--- config.mk ---
export PLATFORM = sky130hd
export DESIGN_NAME = keypad_scan
export DESIGN_NICKNAME = d
export VERILOG_FILES = /design/src/rtl/keypad_pkg.sv /design/src/rtl/keypad_debounce_fsm.sv /design/src/rtl/keypad_scan.sv
export SDC_FILE = /design/constraint.sdc
export NUM_CORES = 1
export LEC_CHECK = 0
export ABC_AREA = 1
export BUFFER_PORTS_ARGS = -buffer_cell sky130_fd_sc_hd__buf_2
export CORE_MARGIN = 2
export CORE_UTILIZATION = 55
export CTS_BUF_LIST = sky130_fd_sc_hd__clkbuf_16
export CTS_CLUSTER_DIAMETER = 150
export CTS_CLUSTER_SIZE = 24
export DETAILED_ROUTE_END_ITERATION = 10
export GPL_TIMING_DRIVEN = 0
export HOLD_SLACK_MARGIN = 0.05
export PLACE_DENSITY = 0.82
export RECOVER_POWER = 50
export SLEW_MARGIN = 30
export SYNTH_ARGS = -nofsm -noshare
export SYNTH_HDL_FRONTEND = slang
export SYNTH_SLANG_ARGS = --single-unit
--- constraint.sdc ---
create_clock -name clk -period 2.04 [get_ports clk]
set_clock_uncertainty 0.15 [all_clocks]
set_input_delay 0 -clock clk [delete_from_list [all_inputs] [get_ports clk]]
set_output_delay 0 -clock clk [all_outputs]
set_load 0.05 [all_outputs]
--- src/rtl/keypad_pkg.sv ---
`default_nettype none
// ============================================================================
// Module   : keypad_pkg
// Purpose  : Shared types, widths and helpers for the keypad_scan block.
// Contents : key_state_t  - debounce FSM state encoding
//            CODE_W       - width of a key code (row*COLS+col)
//            CNT_W        - frame-counter width for the default parameter set
//            cnt_width()  - frame-counter width for any parameter set
//            onehot_low() - active-low single-row drive pattern
// Revision : 1.0 - initial release
// ============================================================================
package keypad_pkg;

  typedef enum logic [1:0] {
    IDLE     = 2'd0,
    DEBOUNCE = 2'd1,
    PRESSED  = 2'd2,
    RELEASE  = 2'd3
  } key_state_t;

  localparam int CODE_W = 4;

  // Width needed to count up to and including the larger of the two frame
  // thresholds. Modules call this with their own parameters.
  function automatic int cnt_width(input int debounce_scans, input int repeat_scans);
    int max_scans;
    max_scans = (debounce_scans > repeat_scans) ? debounce_scans : repeat_scans;
    return $clog2(max_scans + 1);
  endfunction

  localparam int CNT_W = cnt_width(2, 8);

  // Row drive pattern: every bit high except bit idx.
  function automatic logic [15:0] onehot_low(input logic [3:0] idx);
    return ~(16'h0001 << idx);
  endfunction

endpackage
`default_nettype wire

--- src/rtl/keypad_debounce_fsm.sv ---
`default_nettype none
// ============================================================================
// Module   : keypad_debounce_fsm
// Purpose  : Frame-level debounce of the scanned key code. Accepts a press
//            after DEBOUNCE_SCANS agreeing frames and a release after
//            DEBOUNCE_SCANS empty frames.
// Ports    : clk, rst (async, active-high), en (low idles the FSM)
//            frame_done - one-cycle strobe at the end of each scan frame
//            hit, code  - frame result (any key seen, highest-priority code)
//            key_code   - code of the last accepted press (held)
//            key_valid  - one-cycle pulse per accepted press
//            key_held   - high while the accepted key remains pressed
// Macro    : KEYPAD_REPEAT_EN - adds an auto-repeat key_valid every
//            REPEAT_SCANS hit frames while PRESSED.
// Revision : 1.0 - initial release
// ============================================================================
module keypad_debounce_fsm
  import keypad_pkg::*;
#(
  parameter int DEBOUNCE_SCANS = 2,
  parameter int REPEAT_SCANS   = 8
) (
  input  logic              clk,
  input  logic              rst,
  input  logic              en,
  input  logic              frame_done,
  input  logic              hit,
  input  logic [CODE_W-1:0] code,
  output logic [CODE_W-1:0] key_code,
  output logic              key_valid,
  output logic              key_held
);

  localparam int                 c_cnt_w    = cnt_width(DEBOUNCE_SCANS, REPEAT_SCANS);
  localparam logic [c_cnt_w-1:0] c_one      = c_cnt_w'(1);
  localparam logic [c_cnt_w-1:0] c_deb_last = c_cnt_w'(DEBOUNCE_SCANS);

  key_state_t          r_state;
  logic [c_cnt_w-1:0]  r_cnt;
  logic [CODE_W-1:0]   r_cand;
  logic [c_cnt_w-1:0]  w_cnt_inc;

  assign w_cnt_inc = r_cnt + c_one;

`ifdef KEYPAD_REPEAT_EN
  localparam logic [c_cnt_w-1:0] c_rep_last = c_cnt_w'(REPEAT_SCANS);
  logic [c_cnt_w-1:0] r_rep;
  logic [c_cnt_w-1:0] w_rep_inc;
  assign w_rep_inc = r_rep + c_one;
`endif

  always_ff @(posedge clk or posedge rst) begin
    if (rst) begin
      r_state   <= IDLE;
      r_cnt     <= '0;
      r_cand    <= '0;
      key_code  <= '0;
      key_valid <= 1'b0;
      key_held  <= 1'b0;
`ifdef KEYPAD_REPEAT_EN
      r_rep     <= '0;
`endif
    end else if (!en) begin
      // key_code is deliberately kept so the last key survives a disable.
      r_state   <= IDLE;
      r_cnt     <= '0;
      key_valid <= 1'b0;
      key_held  <= 1'b0;
`ifdef KEYPAD_REPEAT_EN
      r_rep     <= '0;
`endif
    end else begin
      key_valid <= 1'b0;
      if (frame_done) begin
        case (r_state)
          IDLE: begin
            if (hit) begin
              r_state <= DEBOUNCE;
              r_cand  <= code;
              r_cnt   <= c_one;
            end
          end
          DEBOUNCE: begin
            if (!hit) begin
              r_state <= IDLE;
              r_cnt   <= '0;
            end else if (code != r_cand) begin
              // A different key restarts the agreement count.
              r_cand <= code;
              r_cnt  <= c_one;
            end else if (w_cnt_inc == c_deb_last) begin
              r_state   <= PRESSED;
              r_cnt     <= '0;
              key_code  <= r_cand;
              key_valid <= 1'b1;
              key_held  <= 1'b1;
`ifdef KEYPAD_REPEAT_EN
              r_rep     <= '0;
`endif
            end else begin
              r_cnt <= w_cnt_inc;
            end
          end
          PRESSED: begin
            if (!hit) begin
              r_state <= RELEASE;
              r_cnt   <= c_one;
`ifdef KEYPAD_REPEAT_EN
              r_rep   <= '0;
`endif
            end else begin
`ifdef KEYPAD_REPEAT_EN
              if (w_rep_inc == c_rep_last) begin
                key_valid <= 1'b1;
                r_rep     <= '0;
              end else begin
                r_rep <= w_rep_inc;
              end
`else
              // Any key, even a different one, keeps the press alive.
              r_state <= PRESSED;
`endif
            end
          end
          RELEASE: begin
            if (hit) begin
              // Short dropout while held: treat as bounce, no new event.
              r_state <= PRESSED;
              r_cnt   <= '0;
`ifdef KEYPAD_REPEAT_EN
              r_rep   <= '0;
`endif
            end else if (w_cnt_inc == c_deb_last) begin
              r_state  <= IDLE;
              r_cnt    <= '0;
              key_held <= 1'b0;
            end else begin
              r_cnt <= w_cnt_inc;
            end
          end
          default: begin
            r_state <= IDLE;
          end
        endcase
      end
    end
  end

endmodule
`default_nettype wire

--- src/rtl/keypad_scan.sv ---
`default_nettype none
// ============================================================================
// Module   : keypad_scan
// Purpose  : Row-scanned matrix keypad reader. Drives one row low at a time,
//            synchronizes and samples the active-low column returns, reduces
//            each full scan frame to (hit, code) and debounces over frames.
// Ports    : clk, rst (async, active-high)
//            en       - scan enable; low idles the block on the next edge
//            col_in   - column returns, active-low, asynchronous to clk
//            row_out  - row drive, active-low, at most one bit low
//            key_code - code of the accepted key, row*COLS+col
//            key_valid- one-cycle pulse per accepted press
//            key_held - high while the accepted key remains pressed
// Macro    : KEYPAD_REPEAT_EN - enables auto-repeat in the debounce FSM.
// Revision : 1.0 - initial release
// ============================================================================
module keypad_scan
  import keypad_pkg::*;
#(
  parameter int ROWS           = 4,
  parameter int COLS           = 4,
  parameter int SCAN_DIV       = 4,
  parameter int DEBOUNCE_SCANS = 2,
  parameter int REPEAT_SCANS   = 8
) (
  input  logic              clk,
  input  logic              rst,
  input  logic              en,
  input  logic [COLS-1:0]   col_in,
  output logic [ROWS-1:0]   row_out,
  output logic [CODE_W-1:0] key_code,
  output logic              key_valid,
  output logic              key_held
);

  localparam int                 c_div_w    = $clog2(SCAN_DIV);
  localparam logic [c_div_w-1:0] c_div_last = c_div_w'(SCAN_DIV - 1);
  localparam logic [3:0]         c_row_last = 4'(ROWS - 1);

  logic [COLS-1:0]    r_col_s1;
  logic [COLS-1:0]    r_col_s2;
  logic [c_div_w-1:0] r_div;
  logic [3:0]         r_row_idx;
  logic               r_acc_hit;
  logic [CODE_W-1:0]  r_acc_code;
  logic               r_frame_done;
  logic               r_frame_hit;
  logic [CODE_W-1:0]  r_frame_code;

  logic               w_tick;
  logic               w_last_row;
  logic [3:0]         w_row_next;
  logic               w_row_hit;
  logic [3:0]         w_col_sel;
  logic [CODE_W-1:0]  w_row_code;

  // Two-flop synchronizer; idles high (no key) out of reset.
  always_ff @(posedge clk or posedge rst) begin
    if (rst) begin
      r_col_s1 <= '1;
      r_col_s2 <= '1;
    end else begin
      r_col_s1 <= col_in;
      r_col_s2 <= r_col_s1;
    end
  end

  assign w_tick     = en && (r_div == c_div_last);
  assign w_last_row = (r_row_idx == c_row_last);
  assign w_row_next = w_tick ? (w_last_row ? 4'd0 : r_row_idx + 4'd1) : r_row_idx;

  // Lowest pressed column of the row currently being driven. Rows are
  // visited in ascending order, so the first hit in a frame also has the
  // lowest row.
  always_comb begin
    w_row_hit = 1'b0;
    w_col_sel = 4'd0;
    for (int c = COLS - 1; c >= 0; c--) begin
      if (!r_col_s2[c]) begin
        w_row_hit = 1'b1;
        w_col_sel = 4'(c);
      end
    end
    w_row_code = CODE_W'(int'(r_row_idx) * COLS + int'(w_col_sel));
  end

  // Divider, row stepping and per-frame accumulation. row_out is computed
  // from the next row index so the drive and the index always agree.
  always_ff @(posedge clk or posedge rst) begin
    if (rst) begin
      r_div        <= '0;
      r_row_idx    <= '0;
      row_out      <= '1;
      r_acc_hit    <= 1'b0;
      r_acc_code   <= '0;
      r_frame_done <= 1'b0;
      r_frame_hit  <= 1'b0;
      r_frame_code <= '0;
    end else if (!en) begin
      r_div        <= '0;
      r_row_idx    <= '0;
      row_out      <= '1;
      r_acc_hit    <= 1'b0;
      r_acc_code   <= '0;
      r_frame_done <= 1'b0;
      r_frame_hit  <= 1'b0;
    end else begin
      r_frame_done <= 1'b0;
      r_div        <= (r_div == c_div_last) ? '0 : r_div + 1'b1;
      r_row_idx    <= w_row_next;
      row_out      <= ROWS'(onehot_low(w_row_next));
      if (w_tick) begin
        if (w_last_row) begin
          r_frame_done <= 1'b1;
          r_frame_hit  <= r_acc_hit | w_row_hit;
          r_frame_code <= r_acc_hit ? r_acc_code : w_row_code;
          r_acc_hit    <= 1'b0;
          r_acc_code   <= '0;
        end else if (!r_acc_hit && w_row_hit) begin
          r_acc_hit  <= 1'b1;
          r_acc_code <= w_row_code;
        end
      end
    end
  end

  keypad_debounce_fsm #(
    .DEBOUNCE_SCANS (DEBOUNCE_SCANS),
    .REPEAT_SCANS   (REPEAT_SCANS)
  ) u_fsm (
    .clk        (clk),
    .rst        (rst),
    .en         (en),
    .frame_done (r_frame_done),
    .hit        (r_frame_hit),
    .code       (r_frame_code),
    .key_code   (key_code),
    .key_valid  (key_valid),
    .key_held   (key_held)
  );

endmodule
`default_nettype wire
Word level (Yosys, flattened, before mapping)
Cells that the tools add are included.

word-level totals
  flip-flop bits (word level) = 45
  bits of input ports = 7
  output and inout port bits = 10
  word-level logic and storage cells = 128

cells by class
  $add $sub $neg = 4
  equality and inequality tests = 25
  shifts and indexed selects = 1
  multiplexer cells = 66
  bitwise gates (word level) = 3
  reduce and logical (&&, ||, !) cells = 13

operators with widths
  kind                 number
  $mux 4               23
  $mux 1               28
  $mux 2               11
  $pmux 4 s4           1
  $ne 3x3->1 const B   5
  $reduce_and 6->1     2
  $add 4x1->4 const B  2
  $eq 4x2->1 const B   2
  $ne 2x1->1 const B   4
  $ne 4x3->1 const B   2
  $pmux 2 s4           1
  $pmux 4 s2           1
  $reduce_and 7->1     1
  $eq 2x2->1 const B   3
  $ne 3x1->1 const B   2
  $ne 3x2->1 const B   2
  $reduce_and 3->1     2
  $reduce_and 5->1     1
  $add 4x4->4          1
  $ne 2x2->1 const B   2
  $ne 4x4->1           1
  $ne 4x4->1 const B   1
  $not 4->4            1
  $reduce_and 2->1     2
  10 further kinds     11

Logic depth before layout (Yosys ltp)
  word-level depth = 9
  mapped depth = 12
  gate-level depth less buffers = 12

Hierarchy
A second synthesis with hierarchy kept.

second synthesis, totals
  cells, all modules = 269
  area, all modules = 2265.9 µm²

by module, submodules not included
  module               instances  cells an instance  area each (µm²)
  keypad_scan          1          129                1232.4
  keypad_debounce_fsm  1          140                1033.5

Least setup slack after synthesis
OpenSTA, ideal clock, no wires.

  path kind = reg-to-reg
  start point = reg u_fsm.r_cnt[0]
  end point = reg u_fsm.r_state[1]
  library setup time = 0.117 ns
  data arrival time = 1.275 ns
  data required time = 1.773 ns
  path slack = 0.498 ns
  stages on the path, launching flop included = 12
  path buffers = 0
  period minus slack after synthesis = 1.542 ns
  path through = dfrtp_1 -> ha_1 -> nand2_1 -> nand2_1 -> nor2_2 -> nand2_2 -> nand3_1 -> nand2_1 -> inv_1 -> nand2_1 -> nand2_1 -> nand2_1

between the ends
  word-level cells in the longest chain between the ends = 4
  elaborated cells between the ends (all ways) = 5
  those cells by class = 1 x add/sub; 3 x eq/ne; 1 x reduce/logical

RTL lines
  item                          RTL line                                               RTL
  from (decl)                   keypad_debounce_fsm.sv:39                              logic [c_cnt_w-1:0] r_cnt;
  from (signal assigned)        keypad_debounce_fsm.sv:80                              r_cnt <= c_one;
  from (signal assigned)        keypad_debounce_fsm.sv:90                              r_cnt <= c_one;
  from (signal assigned)        keypad_debounce_fsm.sv:101                             r_cnt <= w_cnt_inc;
  $add 4x1->4 *                 keypad_debounce_fsm.sv:43                              assign w_cnt_inc = r_cnt + c_one;
  $eq 4x2->1 *                  keypad_debounce_fsm.sv:91, keypad_debounce_fsm.sv:133
  $ne 4x3->1 (no line)          --
  $reduce_and 5->1 (no line) *  --
  to (signal assigned)          keypad_debounce_fsm.sv:92                              r_state <= PRESSED;
  to (signal assigned)          keypad_debounce_fsm.sv:134                             r_state <= IDLE;
  to (signal assigned)          keypad_debounce_fsm.sv:142                             r_state <= IDLE;
  to (decl)                     keypad_debounce_fsm.sv:38                              key_state_t r_state;

Every way passes the cells marked *; elsewhere a longest branch is shown, timed or not.
A chain may end at the register's enable or synchronous reset.

Worst setup path in the final report
  start point = reg u_fsm.r_cnt[0]
  end point = reg u_fsm.r_state[0]

The elaborated chain is that of the path after synthesis.

==> metrics.txt <==
Leak=1.35 nW; Syn Area/Cell=8.25 um^2; XOR/XNOR share of the synthesized area=0.00763; worst-skew pair later-pin latency=0.28 ns; PortBufs=15; slowest CP cell=dfrtp_1; Yosys top cell area share=0.360; most used cell, CP=nand2_1; Worst EP required=2.06 ns; Area contributors post-synth=dfrtp_1 (36%), nand2_1 (14%), dfstp_2 (14%); post-synthesis mux area share=0; antenna cell count=0; share of cells above drive strength 1=0.218; core box area=4000 um^2; worst-path maximum fanout=8; worst slew pin tran=0.706 ns; data arrival time of the critical path=1.76 ns; Mapped Area=2290 um^2; area grow syn2layout=15.0%; Max Cap Viol=0; Nets=318; number of placed cells counting well taps=344; fmax=577 MHz; vias=1788; GRT overflow=0; residual DRC count=0; Final ANT Viol Nets=0; CTS H-tree depth=2; routing usage on met3=0.0519; # rows=23; maximum number of pins on one net before global-route repair=30; Final HPWL DP=3050 um; DRT iter0 DRCs=74; complex-gate fraction of the synthesized area=0.104; CTS sink count=45; CTS tree=built; critical path type=register to register; power consumption=2.01 mW; IO Count=17; Final Core Density=0.660; clock-pin slew on the worst setup and hold paths=0.06 ns; most frequent cells in the layout=nand2_1 (87), inv_1 (38), dfrtp_1 (33); first-pass GRT wire length=7090 um; Final min period=1.73 ns; Final Hold Fails=0; initial antenna violation count=0; Hold WC Path Type=input pin to asynchronous set/reset pin; TritonCTS Buffers=5; leading cell type in the layout, fill and taps excluded=nand2_1; chip height=68.6 um; Slew Viols, Final=0; Synth Warn #=0; Crit path largest cell delay=0.48 ns; Pwr Density=762 nW/um^2; final wirelength=4040 um; Avg WL per Cell=11.3 um; RSZ-0062 raised after global routing=false; Total GRT Usage=0.206; vias in the first global route=1702; Longest Clk Path Bufs=2; Initial Util=0.574; CP Cell Sequence=ha_1 -> inv_1 -> nand2_1 -> nand2_1 -> nor2_2 -> nand2_2 -> nand3_1 -> nand2_1 -> inv_1 -> nand2_1 -> nand2_1 -> nand2_1; DR pass1 iterations=4; adder-cell share of the synthesized area=0.0218; Post-Synth Simple-Gate Area=0.287; final setup TNS=0 ns; met2 Use GR=0.370; Die Footprint=4700 um^2; final worst-path cycle share=0.849; area leader, netlist=dfrtp_1; layer carrying the most global-route usage=met2; Non-Filler Instances=358; die width=68.6 um; Avg Vias per Cell=4.99; post-synth cell types=33; sequential element share of the synthesized area=0.497; Syn Inst Count=278; Worst Setup End Kind=register; Setup-failing EPs final=0; syn_nets=289; routability congestion estimate=0.853; largest family of logic cells by synthesized area=simple AND/OR/NAND/NOR gates; startpoint type of the worst setup path=register; worst vdd ir=0.635 mV; number of synthesized register bits=45; status=finished, final reports clean; GR Util met1=0.233; Max transition margin=0.529; setup repair bufs after CTS=0; Root Driver=clkbuf_16
through the flow:
stage	setup WS, ns	hold slack, ns	cell area (um^2)
global route	0.109	0.209	2640
finish	0.307	0.177	2640
global placement	0.315	-0.0456	2430
detailed placement	0.322	-0.151	2450
CTS	0.306	0.0923	2650
floorplan	0.498	-0.146	2290
state kept, by name (all words and copies together), names as in the netlist:
signal / count
u_fsm.r_cnt: 4
r_col_s1: 4
u_fsm.key_valid: 1
r_div: 2
r_row_idx: 4
u_fsm.key_held: 1
r_acc_code: 4
r_frame_done: 1
u_fsm.key_code: 4
u_fsm.r_state: 2
row_out: 4
r_col_s2: 4
r_acc_hit: 1
r_frame_hit: 1
u_fsm.r_cand: 4
r_frame_code: 4
critical path: cells and delay by family (launching register included):
family	cells	cell delay, ns
flip-flops	1	0.48
adder cells (fa/ha/maj)	1	0.21
AND/OR/NAND/NOR	9	0.66
buffers and inverters	2	0.10
what timing repair did:
item | CTS | global route
hold endpoints to repair | 60 | 0
hold buffers | 6 | 0
resized for setup | 0 | 0
power by group:
group	switching (mW)	internal (mW)	total [mW]
Clock	0.318	0.449	0.767
Combinational	0.180	0.0828	0.263
Sequential	0.0373	0.943	0.981
Total	0.536	1.48	2.01
kinds of logic (layout without fill, tap and decap cells):
family,after synthesis,in the layout
adders and majority gates,4,4
buffers and inverters,46,76
DFF,45,45
AOI/OAI and AO/OA,38,38
and+or+nand+nor,143,143
xor gates and xnor gates,2,2
cell usage after synthesis:
cell and instances:
o211ai_2 1, nor2_8 1, a21oi_1 1, a21oi_4 1
dfrtp_1 33, nor3_1 1, nand3_2 2, o21bai_1 1
nor2_2 10, nand4_1 3, inv_1 38, buf_2 1
nor3_2 1, nand3_1 13, o21ai_4 1, ha_1 4
o21ai_0 13, buf_6 2, o21ai_1 13, o211ai_1 3
inv_2 5, o21ai_2 1, nand2_4 1, nand2_2 5
nand3b_1 1, nor3_4 1, o31ai_1 1, dfstp_2 12
nand2_1 87, xor2_1 1, nor2_1 17, xnor2_1 1
o22ai_1 2
final timing paths:
check / start / endpoint / slack (ns) / cells past startpoint
worst max-delay path: u_fsm.r_cnt[0] / u_fsm.r_state[0] / 0.31 / 12
worst min-delay path: rst / r_row_idx[3] / 0.18 / 3
worst max register to register: u_fsm.r_cnt[0] / u_fsm.r_state[0] / 0.31 / 12
worst min register to register: r_col_s1[3] / r_col_s2[3] / 0.21 / 0
max in group asynchronous: rst / u_fsm.key_code[2] / 0.46 / 4
min in group clk: col_in[3] / r_col_s1[3] / 0.20 / 2
routing by layer:
metal,share of wire,up-vias
met1,0.43,826
li1,-,931
met2,0.52,25
met3,0.035,6
met5,0,-
met4,0.015,0
cell type report:
cell class	instances	area [um^2]
buffer	3	27.5
multi-input combinational	187	965
inverter	43	161
tap	50	62.6
fill	348	1360
timing repair buffer	22	140
clock inverter	3	16.3
sequential	45	1140
clock buffer	5	125
Note: power is estimated with default switching activity, not from simulation.
